**src/rtl/cpu_pkg.sv**
```systemverilog
// rtl/cpu_pkg.sv - shared types and encodings for the multi-cycle RV32I sequencer
//
// Purpose: sequencer state enum, RV32I major opcodes, wb_sel encodings,
//          ECALL/EBREAK encodings and the one-hot instruction class type
//          produced by opcode_classifier.
// Ports:   none (package).
package cpu_pkg;

  typedef enum logic [2:0] {
    ST_FETCH     = 3'd0,
    ST_DECODE    = 3'd1,
    ST_EXECUTE   = 3'd2,
    ST_MEMORY    = 3'd3,
    ST_WRITEBACK = 3'd4,
    ST_HALT      = 3'd5
  } seq_state_t;

  localparam logic [6:0] OPC_LOAD   = 7'b0000011;
  localparam logic [6:0] OPC_FENCE  = 7'b0001111;
  localparam logic [6:0] OPC_OP_IMM = 7'b0010011;
  localparam logic [6:0] OPC_AUIPC  = 7'b0010111;
  localparam logic [6:0] OPC_STORE  = 7'b0100011;
  localparam logic [6:0] OPC_OP     = 7'b0110011;
  localparam logic [6:0] OPC_LUI    = 7'b0110111;
  localparam logic [6:0] OPC_BRANCH = 7'b1100011;
  localparam logic [6:0] OPC_JALR   = 7'b1100111;
  localparam logic [6:0] OPC_JAL    = 7'b1101111;
  localparam logic [6:0] OPC_SYSTEM = 7'b1110011;

  localparam logic [1:0] WB_IMM = 2'd0;
  localparam logic [1:0] WB_ALU = 2'd1;
  localparam logic [1:0] WB_PC4 = 2'd2;
  localparam logic [1:0] WB_MEM = 2'd3;

  localparam logic [31:0] INSTR_ECALL  = 32'h0000_0073;
  localparam logic [31:0] INSTR_EBREAK = 32'h0010_0073;

  // One bit per RV32I instruction class; exactly one is set for a legal opcode.
  typedef struct packed {
    logic op;
    logic op_imm;
    logic lui;
    logic auipc;
    logic load;
    logic store;
    logic jal;
    logic jalr;
    logic branch;
    logic fence;
    logic system;
  } instr_class_t;

  function automatic logic is_env_trap(input logic [31:0] instr);
    return (instr == INSTR_ECALL) || (instr == INSTR_EBREAK);
  endfunction

endpackage

```
**src/rtl/opcode_classifier.sv**
```systemverilog
// rtl/opcode_classifier.sv - RV32I major opcode to one-hot instruction class
//
// Purpose: combinational decode of instruction[6:0] into an instr_class_t
//          one-hot vector plus an illegal flag; shared with the decoder.
// Ports:
//   opcode  - in,  7: instruction[6:0]
//   cls     - out, instr_class_t: one-hot class, all zero when illegal
//   illegal - out, 1: opcode is not an RV32I major opcode
module opcode_classifier
  import cpu_pkg::*;
(
  input  logic [6:0]   opcode,
  output instr_class_t cls,
  output logic         illegal
);

  always_comb begin
    cls     = '0;
    illegal = 1'b0;
    case (opcode)
      OPC_OP:     cls.op     = 1'b1;
      OPC_OP_IMM: cls.op_imm = 1'b1;
      OPC_LUI:    cls.lui    = 1'b1;
      OPC_AUIPC:  cls.auipc  = 1'b1;
      OPC_LOAD:   cls.load   = 1'b1;
      OPC_STORE:  cls.store  = 1'b1;
      OPC_JAL:    cls.jal    = 1'b1;
      OPC_JALR:   cls.jalr   = 1'b1;
      OPC_BRANCH: cls.branch = 1'b1;
      OPC_FENCE:  cls.fence  = 1'b1;
      OPC_SYSTEM: cls.system = 1'b1;
      default:    illegal    = 1'b1;
    endcase
  end

endmodule

```
**src/rtl/cpu_sequencer.sv**
```systemverilog
// rtl/cpu_sequencer.sv - multi-cycle control FSM for the RV32I core
//
// Purpose: sequences FETCH/DECODE/EXECUTE/MEMORY/WRITEBACK and owns every
//          write enable and mux select of the datapath. Optional performance
//          counters are built only when SEQ_PERF_EN is defined; otherwise
//          cycle_count and instret are tied to zero.
// Ports:
//   clk, reset        - clock, synchronous active-high reset
//   instruction       - IR contents (opcode, funct3, full word for ECALL/EBREAK)
//   branch_taken      - branch comparator result, used in EXECUTE
//   mem_ready         - data memory done, used in MEMORY only
//   pc_write, pc_sel  - PC load enable, 0 = pc+4 / 1 = alu_result
//   ir_write          - IR load enable
//   reg_write         - register file write enable
//   mem_read/write    - data memory requests
//   op_a_sel          - 0 = pc, 1 = rs1
//   op_b_sel          - 0 = rs2, 1 = imm
//   alu_force_add     - override decoder alu_op with ADD
//   wb_sel            - 0 = imm, 1 = alu, 2 = pc+4, 3 = mem
//   halted, state     - sticky halt flag, current state (debug)
//   cycle_count       - non-halted cycles since reset
//   instret           - retired instructions (cycles with pc_write)
module cpu_sequencer
  import cpu_pkg::*;
#(
  parameter int CNT_W = 32
) (
  input  logic             clk,
  input  logic             reset,
  input  logic [31:0]      instruction,
  input  logic             branch_taken,
  input  logic             mem_ready,
  output logic             pc_write,
  output logic             pc_sel,
  output logic             ir_write,
  output logic             reg_write,
  output logic             mem_read,
  output logic             mem_write,
  output logic             op_a_sel,
  output logic             op_b_sel,
  output logic             alu_force_add,
  output logic [1:0]       wb_sel,
  output logic             halted,
  output logic [2:0]       state,
  output logic [CNT_W-1:0] cycle_count,
  output logic [CNT_W-1:0] instret
);

  seq_state_t   state_q, state_d;
  instr_class_t cls;
  logic         illegal;
  logic         stop_at_decode;
  logic         sel_a_rs1;
  logic         sel_b_imm;
  logic         is_jump;

  opcode_classifier u_opcode_classifier (
    .opcode  (instruction[6:0]),
    .cls     (cls),
    .illegal (illegal)
  );

  // ECALL/EBREAK are the only SYSTEM encodings in RV32I; any other SYSTEM
  // word (CSR access etc.) is unsupported by this core and halts as well.
  assign stop_at_decode = illegal | is_env_trap(instruction) | cls.system;

  // Operand selects chosen in EXECUTE and held through MEMORY/WRITEBACK.
  assign sel_a_rs1 = cls.op | cls.op_imm | cls.load | cls.store | cls.jalr;
  assign sel_b_imm = cls.op_imm | cls.lui | cls.auipc | cls.load | cls.store
                   | cls.jal | cls.jalr | cls.branch;
  assign is_jump   = cls.jal | cls.jalr;

  always_ff @(posedge clk) begin
    if (reset) begin
      state_q <= ST_FETCH;
    end else begin
      state_q <= state_d;
    end
  end

  always_comb begin
    state_d       = state_q;
    pc_write      = 1'b0;
    pc_sel        = 1'b0;
    ir_write      = 1'b0;
    reg_write     = 1'b0;
    mem_read      = 1'b0;
    mem_write     = 1'b0;
    op_a_sel      = 1'b0;
    op_b_sel      = 1'b0;
    alu_force_add = 1'b0;
    wb_sel        = WB_IMM;

    case (state_q)
      ST_FETCH: begin
        ir_write = 1'b1;
        state_d  = ST_DECODE;
      end

      ST_DECODE: begin
        state_d = stop_at_decode ? ST_HALT : ST_EXECUTE;
      end

      ST_EXECUTE: begin
        op_a_sel      = sel_a_rs1;
        op_b_sel      = sel_b_imm;
        alu_force_add = is_jump | cls.branch;
        if (cls.op | cls.op_imm | cls.lui | cls.auipc | is_jump) begin
          state_d = ST_WRITEBACK;
        end else if (cls.load | cls.store) begin
          state_d = ST_MEMORY;
        end else if (cls.branch) begin
          pc_write = 1'b1;
          pc_sel   = branch_taken;
          state_d  = ST_FETCH;
        end else if (cls.fence) begin
          pc_write = 1'b1;
          state_d  = ST_FETCH;
        end else begin
          // Unreachable past DECODE; parks the FSM if the IR changes under us.
          state_d = ST_HALT;
        end
      end

      ST_MEMORY: begin
        op_a_sel  = sel_a_rs1;
        op_b_sel  = sel_b_imm;
        mem_read  = cls.load;
        mem_write = cls.store;
        if (mem_ready) begin
          if (cls.load) begin
            state_d = ST_WRITEBACK;
          end else if (cls.store) begin
            pc_write = 1'b1;
            state_d  = ST_FETCH;
          end else begin
            state_d = ST_HALT;
          end
        end
      end

      ST_WRITEBACK: begin
        reg_write     = 1'b1;
        pc_write      = 1'b1;
        pc_sel        = is_jump;
        op_a_sel      = sel_a_rs1;
        op_b_sel      = sel_b_imm;
        alu_force_add = is_jump;
        if (cls.lui) begin
          wb_sel = WB_IMM;
        end else if (is_jump) begin
          wb_sel = WB_PC4;
        end else if (cls.load) begin
          wb_sel = WB_MEM;
        end else begin
          wb_sel = WB_ALU;
        end
        state_d = ST_FETCH;
      end

      ST_HALT: begin
        state_d = ST_HALT;
      end

      default: begin
        state_d = ST_FETCH;
      end
    endcase

    // Reset masks everything combinationally so a request in flight (e.g. a
    // store waiting in MEMORY) drops in the same cycle reset is raised.
    if (reset) begin
      pc_write      = 1'b0;
      pc_sel        = 1'b0;
      ir_write      = 1'b0;
      reg_write     = 1'b0;
      mem_read      = 1'b0;
      mem_write     = 1'b0;
      op_a_sel      = 1'b0;
      op_b_sel      = 1'b0;
      alu_force_add = 1'b0;
      wb_sel        = WB_IMM;
    end
  end

  assign halted = (state_q == ST_HALT);
  assign state  = state_q;

`ifdef SEQ_PERF_EN
  logic [CNT_W-1:0] cycle_q;
  logic [CNT_W-1:0] instret_q;

  always_ff @(posedge clk) begin
    if (reset) begin
      cycle_q   <= '0;
      instret_q <= '0;
    end else begin
      if (state_q != ST_HALT) begin
        cycle_q <= cycle_q + CNT_W'(1);
      end
      if (pc_write) begin
        instret_q <= instret_q + CNT_W'(1);
      end
    end
  end

  assign cycle_count = cycle_q;
  assign instret     = instret_q;
`else
  assign cycle_count = '0;
  assign instret     = '0;
`endif

endmodule
```
**config.mk**
```make
export PLATFORM = sky130hd
export DESIGN_NAME = cpu_sequencer
export DESIGN_NICKNAME = d
export VERILOG_FILES = /design/src/rtl/cpu_pkg.sv /design/src/rtl/opcode_classifier.sv /design/src/rtl/cpu_sequencer.sv
export SDC_FILE = /design/constraint.sdc
export NUM_CORES = 1
export LEC_CHECK = 0
export CORE_ASPECT_RATIO = 2
export CORE_MARGIN = 5
export CORE_UTILIZATION = 25
export CTS_BUF_LIST = sky130_fd_sc_hd__clkbuf_4
export DETAILED_ROUTE_END_ITERATION = 8
export GPL_ROUTABILITY_DRIVEN = 0
export HOLD_SLACK_MARGIN = 0.15
export PLACE_DENSITY = 0.82
export REMOVE_ABC_BUFFERS = 1
export SLEW_MARGIN = 40
export SYNTH_ARGS = -nofsm -noshare
export SYNTH_HDL_FRONTEND = slang
export SYNTH_SLANG_ARGS = --single-unit
```
**constraint.sdc**
```tcl
create_clock -name clk -period 1.35 [get_ports clk]
set_input_delay 0.27 -clock clk [delete_from_list [all_inputs] [get_ports clk]]
set_output_delay 0.27 -clock clk [all_outputs]
set_load 0.005 [all_outputs]
```
==> metrics.cfg <==
[place]
portBuffers=25
postPlaceCellArea_um2=1310
post-place-ws_ps=-1160
dp_hpwl_um=2250

[worst_setup_path]
reg2reg_slack_ps=-200
path_max_fanout=4
end_kind=output port
cp-start-kind=register
critPathArrivalTime_ps=1450
path_class=reg2out
worst_ep_required_time_ps=1080

[timing]
hold_viol=0
fin_crit_ps=1720
fmax_ghz=0.583
skew_ps=4.72
drv_slew=0
finalSetupViolCount=14
period_share_pct=127
fin_ws_ps=-366
finalSetupTns_ps=-3490
rsz0062_at_grt=yes

[detailed_routing]
firstDrtPassIters=4
drc=0
wl_per_cell_um=12.4
wirelength_um=3400
drt_iter0_drc=47
num_vias=1118
ant_nets=0
vias_per_cell=4.10

[yosys]
synthCells=148
ys.flop_type=dfxtp_1
ys_seq_elements=3
synthDistinctLibCells=32
synth_area_per_cell_um2=6.75
synth_edf_count=0
synth_seq_area_share_pct=6.01
netlist_area_um2=1000
async_flop_share_pct=0
ys_warn_count=0

[global_routing]
grt_pass1_wl_um=5130
antenna_found_initial=0
grt_overflow_total=0
grt_max_degree=7
grt_use_total_pct=12.5
grt_pass1_vias=1182

[cells_and_area]
drive_gt1_share_pct=46.8
largest_register_ffs=3
fin_area_um2=1620
layout_common_cells=conb_1 (64), buf_4 (43), buf_2 (14)
final_common_cell=conb_1
antenna-diode-count=0
nNetsFinal=259
filler_cell_count=396
areaGrowthSynthToFinish_pct=62.3
final_util_pct=41.8

[pwr]
internal-power_uw=418
sw_frac_of_total_pct=38.5
ir_drop_mv=0.168
p_sw_uw=262
power_density_nw_per_um2=419
seqPwrFrac_pct=15.8
clkPwrFrac_pct=26.2
p_comb_share_pct=58.0
p_leak_nw=0.848

[clocking]
tritoncts=built
clkSinkCount=3
ctsLongestPathBuffers=2
clk_latency_ps=230
cts_max_level=1
root_buffer=clkbuf_4
clkTransAtPathRegs_ps=40
cts_hold_repair.buffers=0
cts_buffers=3

[floorplanning]
die_y_um=99.4
die_w_um=54.7
core-area_um2=3880
core.rowCount=32
start_util_pct=25.7
io_pins=115
die_area_um2=5440

[status]
violations=negative setup slack
outcome=complete, but fails checks

[min_path]
hold_class=in2reg

[flow_run]
timing.max_cap.violations=0

## kinds of logic after synthesis
family / share of synthesized area [%]
buffers and inverters: 51.6
and+or+nand+nor: 29.2
AOI/OAI and AO/OA: 12.9
DFF: 6.01
other: 0.375
## final timing paths
check | startpoint | to | cells after the start
max | state[2] | mem_read | 6
min reg2reg | state[0] | state[0] | 3
max reg2reg | state[2] | state[0] | 6
min | reset | state[2] | 4
## final cells by class
| type | count | area [um2] | share of cell area, % |
|---|---|---|---|
| inverter | 3 | 11.3 | 0.694 |
| timing repair buffer | 75 | 591 | 36.4 |
| tap | 51 | 63.8 | 3.93 |
| clock buffer | 4 | 30.0 | 1.85 |
| sequential | 3 | 68.8 | 4.24 |
| multi-input combinational | 137 | 858 | 52.9 |
## power by group through the flow
stage	Combinational [mW]	Clock, mW	Sequential (mW)
CTS	0.358	0.181	0.105
floorplan	0.108	0	0.113
global placement	0.291	0	0.104
global route	0.435	0.188	0.108
finish	0.394	0.178	0.108
detailed placement	0.295	0	0.105
## critical path: stages, from the launching register on
cell and delay (ps):
dfxtp_2 320, buf_6 120, nor2b_4 140, buf_4 150, nand2_2 100, nor3_1 160
clkdlybuf4s15_2 230
## stage by stage
| step | hold slack (ps) | instances | power [mW] |
|---|---|---|---|
| 6_report | 528 | 273 | 0.680 |
| 5_1_grt | 538 | 273 | 0.731 |
| 4_1_cts | 658 | 272 | 0.644 |
| 3_5_place_dp | 704 | 254 | 0.400 |
| 3_3_place_gp | 673 | 254 | 0.395 |
| 2_1_floorplan | 339 | 143 | 0.221 |
## routing by layer
layer	track usage, %	up-vias	routed length, um
met3	2.10	8	437
met2	21.9	91	1780
met1	13.2	499	1060
li1	-	520	-
met5	0	-	0
met4	6.53	0	117
## synth_stat cells, types with 2 or more instances
library cell	number	share of area [%]
a21oi_1	4	2.0
a31oi_1	5	3.1
buf_4	64	48
clkbuf_1	2	0.75
dfxtp_1	3	6.0
inv_1	3	1.1
nand2_1	11	4.1
nand2b_1	5	3.1
nand3_1	2	1.0
nor2_1	16	6.0
nor3_1	7	3.5
nor4_1	2	1.3
o21ai_0	4	2.0
or2_1	2	1.3
## repair_timing
action	4_1_cts	5_1_grt
hold endpoints to repair	0	0
resized for setup	116	16
pin swaps	24	9
cloned	0	0
endpoints found under the setup margin	18	16
setup buffers	14	1
Power figures use the tool's default switching activity.
==> edit: new RTL, same flow settings <==
Change the parameter `CNT_W` from 32 to 64.
--- a/src/rtl/cpu_sequencer.sv
+++ b/src/rtl/cpu_sequencer.sv
@@ -24,5 +24,5 @@
   import cpu_pkg::*;
 #(
-  parameter int CNT_W = 32
+  parameter int CNT_W = 64
 ) (
   input  logic             clk,
Ports: changed (resized cycle_count and instret); port bits go from 115 to 179. No check against the original RTL was run, so the function may have changed too.
==> edit against the unedited design <==
- largest power group unchanged
- count of clock-buffer cells in the layout is the same
- worst setup slack lost 53 ps
- final area grew 25%
- synthesized area grew 48%
- critical endpoint is now op_a_sel
- register-to-register slack lost 50 ps
- wire length grew 43%
- total power grew 18%
- sequential cell count is the same
- clock skew shrank 4.0 ps
- the flow still finishes with violations (setup timing)
- critical path depth is the same
==> edit: results (changes against the unedited design) <==
outcome: finished with violations
failing checks: setup timing
switching portion of total power: 0.436 (+0.0508)
clk_skew: 0.694 ps (-4.02 ps)
CTS clock-pin slew for the worst setup and hold paths: 40 ps (about the same)
Top Layer Used: met4
maximum number of pins on one net before global-route repair: 8 (+1)
vias in the first global route: 1387 (+17%)
Lkg Pwr: 1.11 nW (+31%)
Post-synth ARST share: 0 (unchanged)
DR WL/cell: 13.9 um (+11%)
n_diodes: 0 (unchanged)
Reg-to-Reg Start: state[1]$_SDFFE_PP0P_
max FFs per register: 3 (unchanged)
layout cells sized above 1: 0.417 (-0.0512)
Min-Delay Path Depth: 2 (-2)
H-tree depth: 1 (unchanged)
sum of negative setup slack: -3470 ps (+20.3 ps)
PortBufs: 25 (unchanged)
fin. max-slew vios: 0 (unchanged)
Top FF cell, synth: dfxtp_1
met3 WL: 732 um (+68%)
worst-path maximum fanout: 3 (-1)
Metal-1 WL: 1380 um (+30%)
Seq/Total Area, Yosys: 0.0406 (-0.0195)
met2 wire length: 2440 um (+37%)
Peak VDD IR: 0.261 mV (+56%)
Synth cell types: 32 (unchanged)
cts bufs inserted: 3 (unchanged)
Syn Inst Count: 212 (+43%)
Setup WS post-layout: -419 ps (-53.0 ps)
Warnings, synthesis: 0 (unchanged)
Root Driver: clkbuf_4
Inst Count DP: 326 (+28%)
final wirelength: 4870 um (+43%)
Worst-Skew Late Latency: 240 ps
first-pass iteration count of the detailed router: 4 (unchanged)
Min-Delay Path Class: input pin to register
origin of the worst min-delay path: reset
Worst EP arrival: 1500 ps (+50 ps)
worst-case hold path end point: state[2]$_SDFFE_PP0P_
first-pass GRT wire length: 6360 um (+24%)
Synth top cells by count: buf_4 (128), nor2_1 (16), nand2_1 (11)
vias per cell: 3.95 (-3.5%)
GRT Overall Usage: 0.109 (-0.0156)
r2r worst-path depth: 6 (unchanged)
largest cells by area after synthesis: buf_4 (65%), dfxtp_1 (4.1%), nor2_1 (4.1%), nand2_1 (2.8%), nor3_1 (2.4%)
HPWL Detailed: 3240 um (+44%)
# setup viols final: 14 (unchanged)
Max Cap Viol: 0 (unchanged)
initial antenna violation count: 0 (unchanged)
reg2reg end: state[0]$_SDFFE_PP0P_
1st-iter DRT viols: 29 (-38%)
Longest Clk Path Bufs: 2 (unchanged)
R2R Setup Slk: -250 ps (-50 ps)
[edit: cell types whose count changed in the layout (fill, tap and decap cells not counted), sizes merged]
cell | unedited run | this run
buf | 67 | 73
conb | 64 | 128
dlygate4sd2 | 2 | 1
dlymetal6s2s | 1 | 0
[edit: final cells by class]
cell class / count / area (um^2)
Sequential cell: 3 / 71.3
Multi-Input combinational cell: 201 / 1170
Inverter: 3 / 11.3
Fill cell: 571 / 3720
Tap cell: 61 / 76.3
Clock buffer: 4 / 30.0
Timing Repair Buffer: 79 / 672
[edit: cell families (layout without fill, tap and decap cells)]
group	Yosys count	in the layout	share of synthesized area
AOI/OAI and AO/OA	19	19	0.0871
other	1	128	0.00253
buffers and inverters	135	86	0.673
DFF	3	3	0.0406
and+or+nand+nor	54	54	0.197
[edit: worst max path at each step]
stage               slack, ps  cells past startpoint                     to                   from
floorplan                 -90                      4  state[0]$_SDFFE_PP0P_  state[1]$_SDFFE_PP0P_
global placement        -1290                      7              mem_write         instruction[3]
detailed placement      -1300                      8               mem_read         instruction[3]
CTS                      -390                      7                 pc_sel  state[1]$_SDFFE_PP0P_
global route             -510                      9               pc_write         instruction[2]
finish                   -420                      6               op_a_sel  state[2]$_SDFFE_PP0P_
[edit: power groups by stage]
stage | Combinational (mW) | Sequential, mW | Clock, mW
after global routing | 0.547 | 0.111 | 0.193
after detailed placement | 0.336 | 0.109 | 0
after CTS | 0.441 | 0.110 | 0.189
after global placement | 0.330 | 0.109 | 0
final | 0.508 | 0.110 | 0.185
after floorplan | 0.147 | 0.113 | 0
[edit: layer usage]
metal / up-vias / track usage
met5: - / 0
met4: 0 / 0.103
met3: 25 / 0.0320
met2: 163 / 0.196
met1: 610 / 0.0909
li1: 589 / -
[edit: worst max-delay path: stages (launching register included)]
cell and delay, ps:
dfxtp_4 370, inv_2 50, nor3_2 230, o21ai_1 120
buf_4 150, nor3_2 180, buf_2 150
[edit: timing repair]
action,4_1_cts,5_1_grt
setup endpoints to repair,18,15
resized for setup,152,26
buffers inserted,20,9
pin swaps,33,17
[edit: stage by stage]
step	hold slack, ps	area, um^2	worst slack [ps]	util
final	430	2030	-419	0.353
after global routing	436	2030	-511	0.353
after CTS	414	1920	-392	0.333
after detailed placement	740	1550	-1300	0.269
after global placement	715	1550	-1290	0.269
after floorplan	339	972	-89.2	-
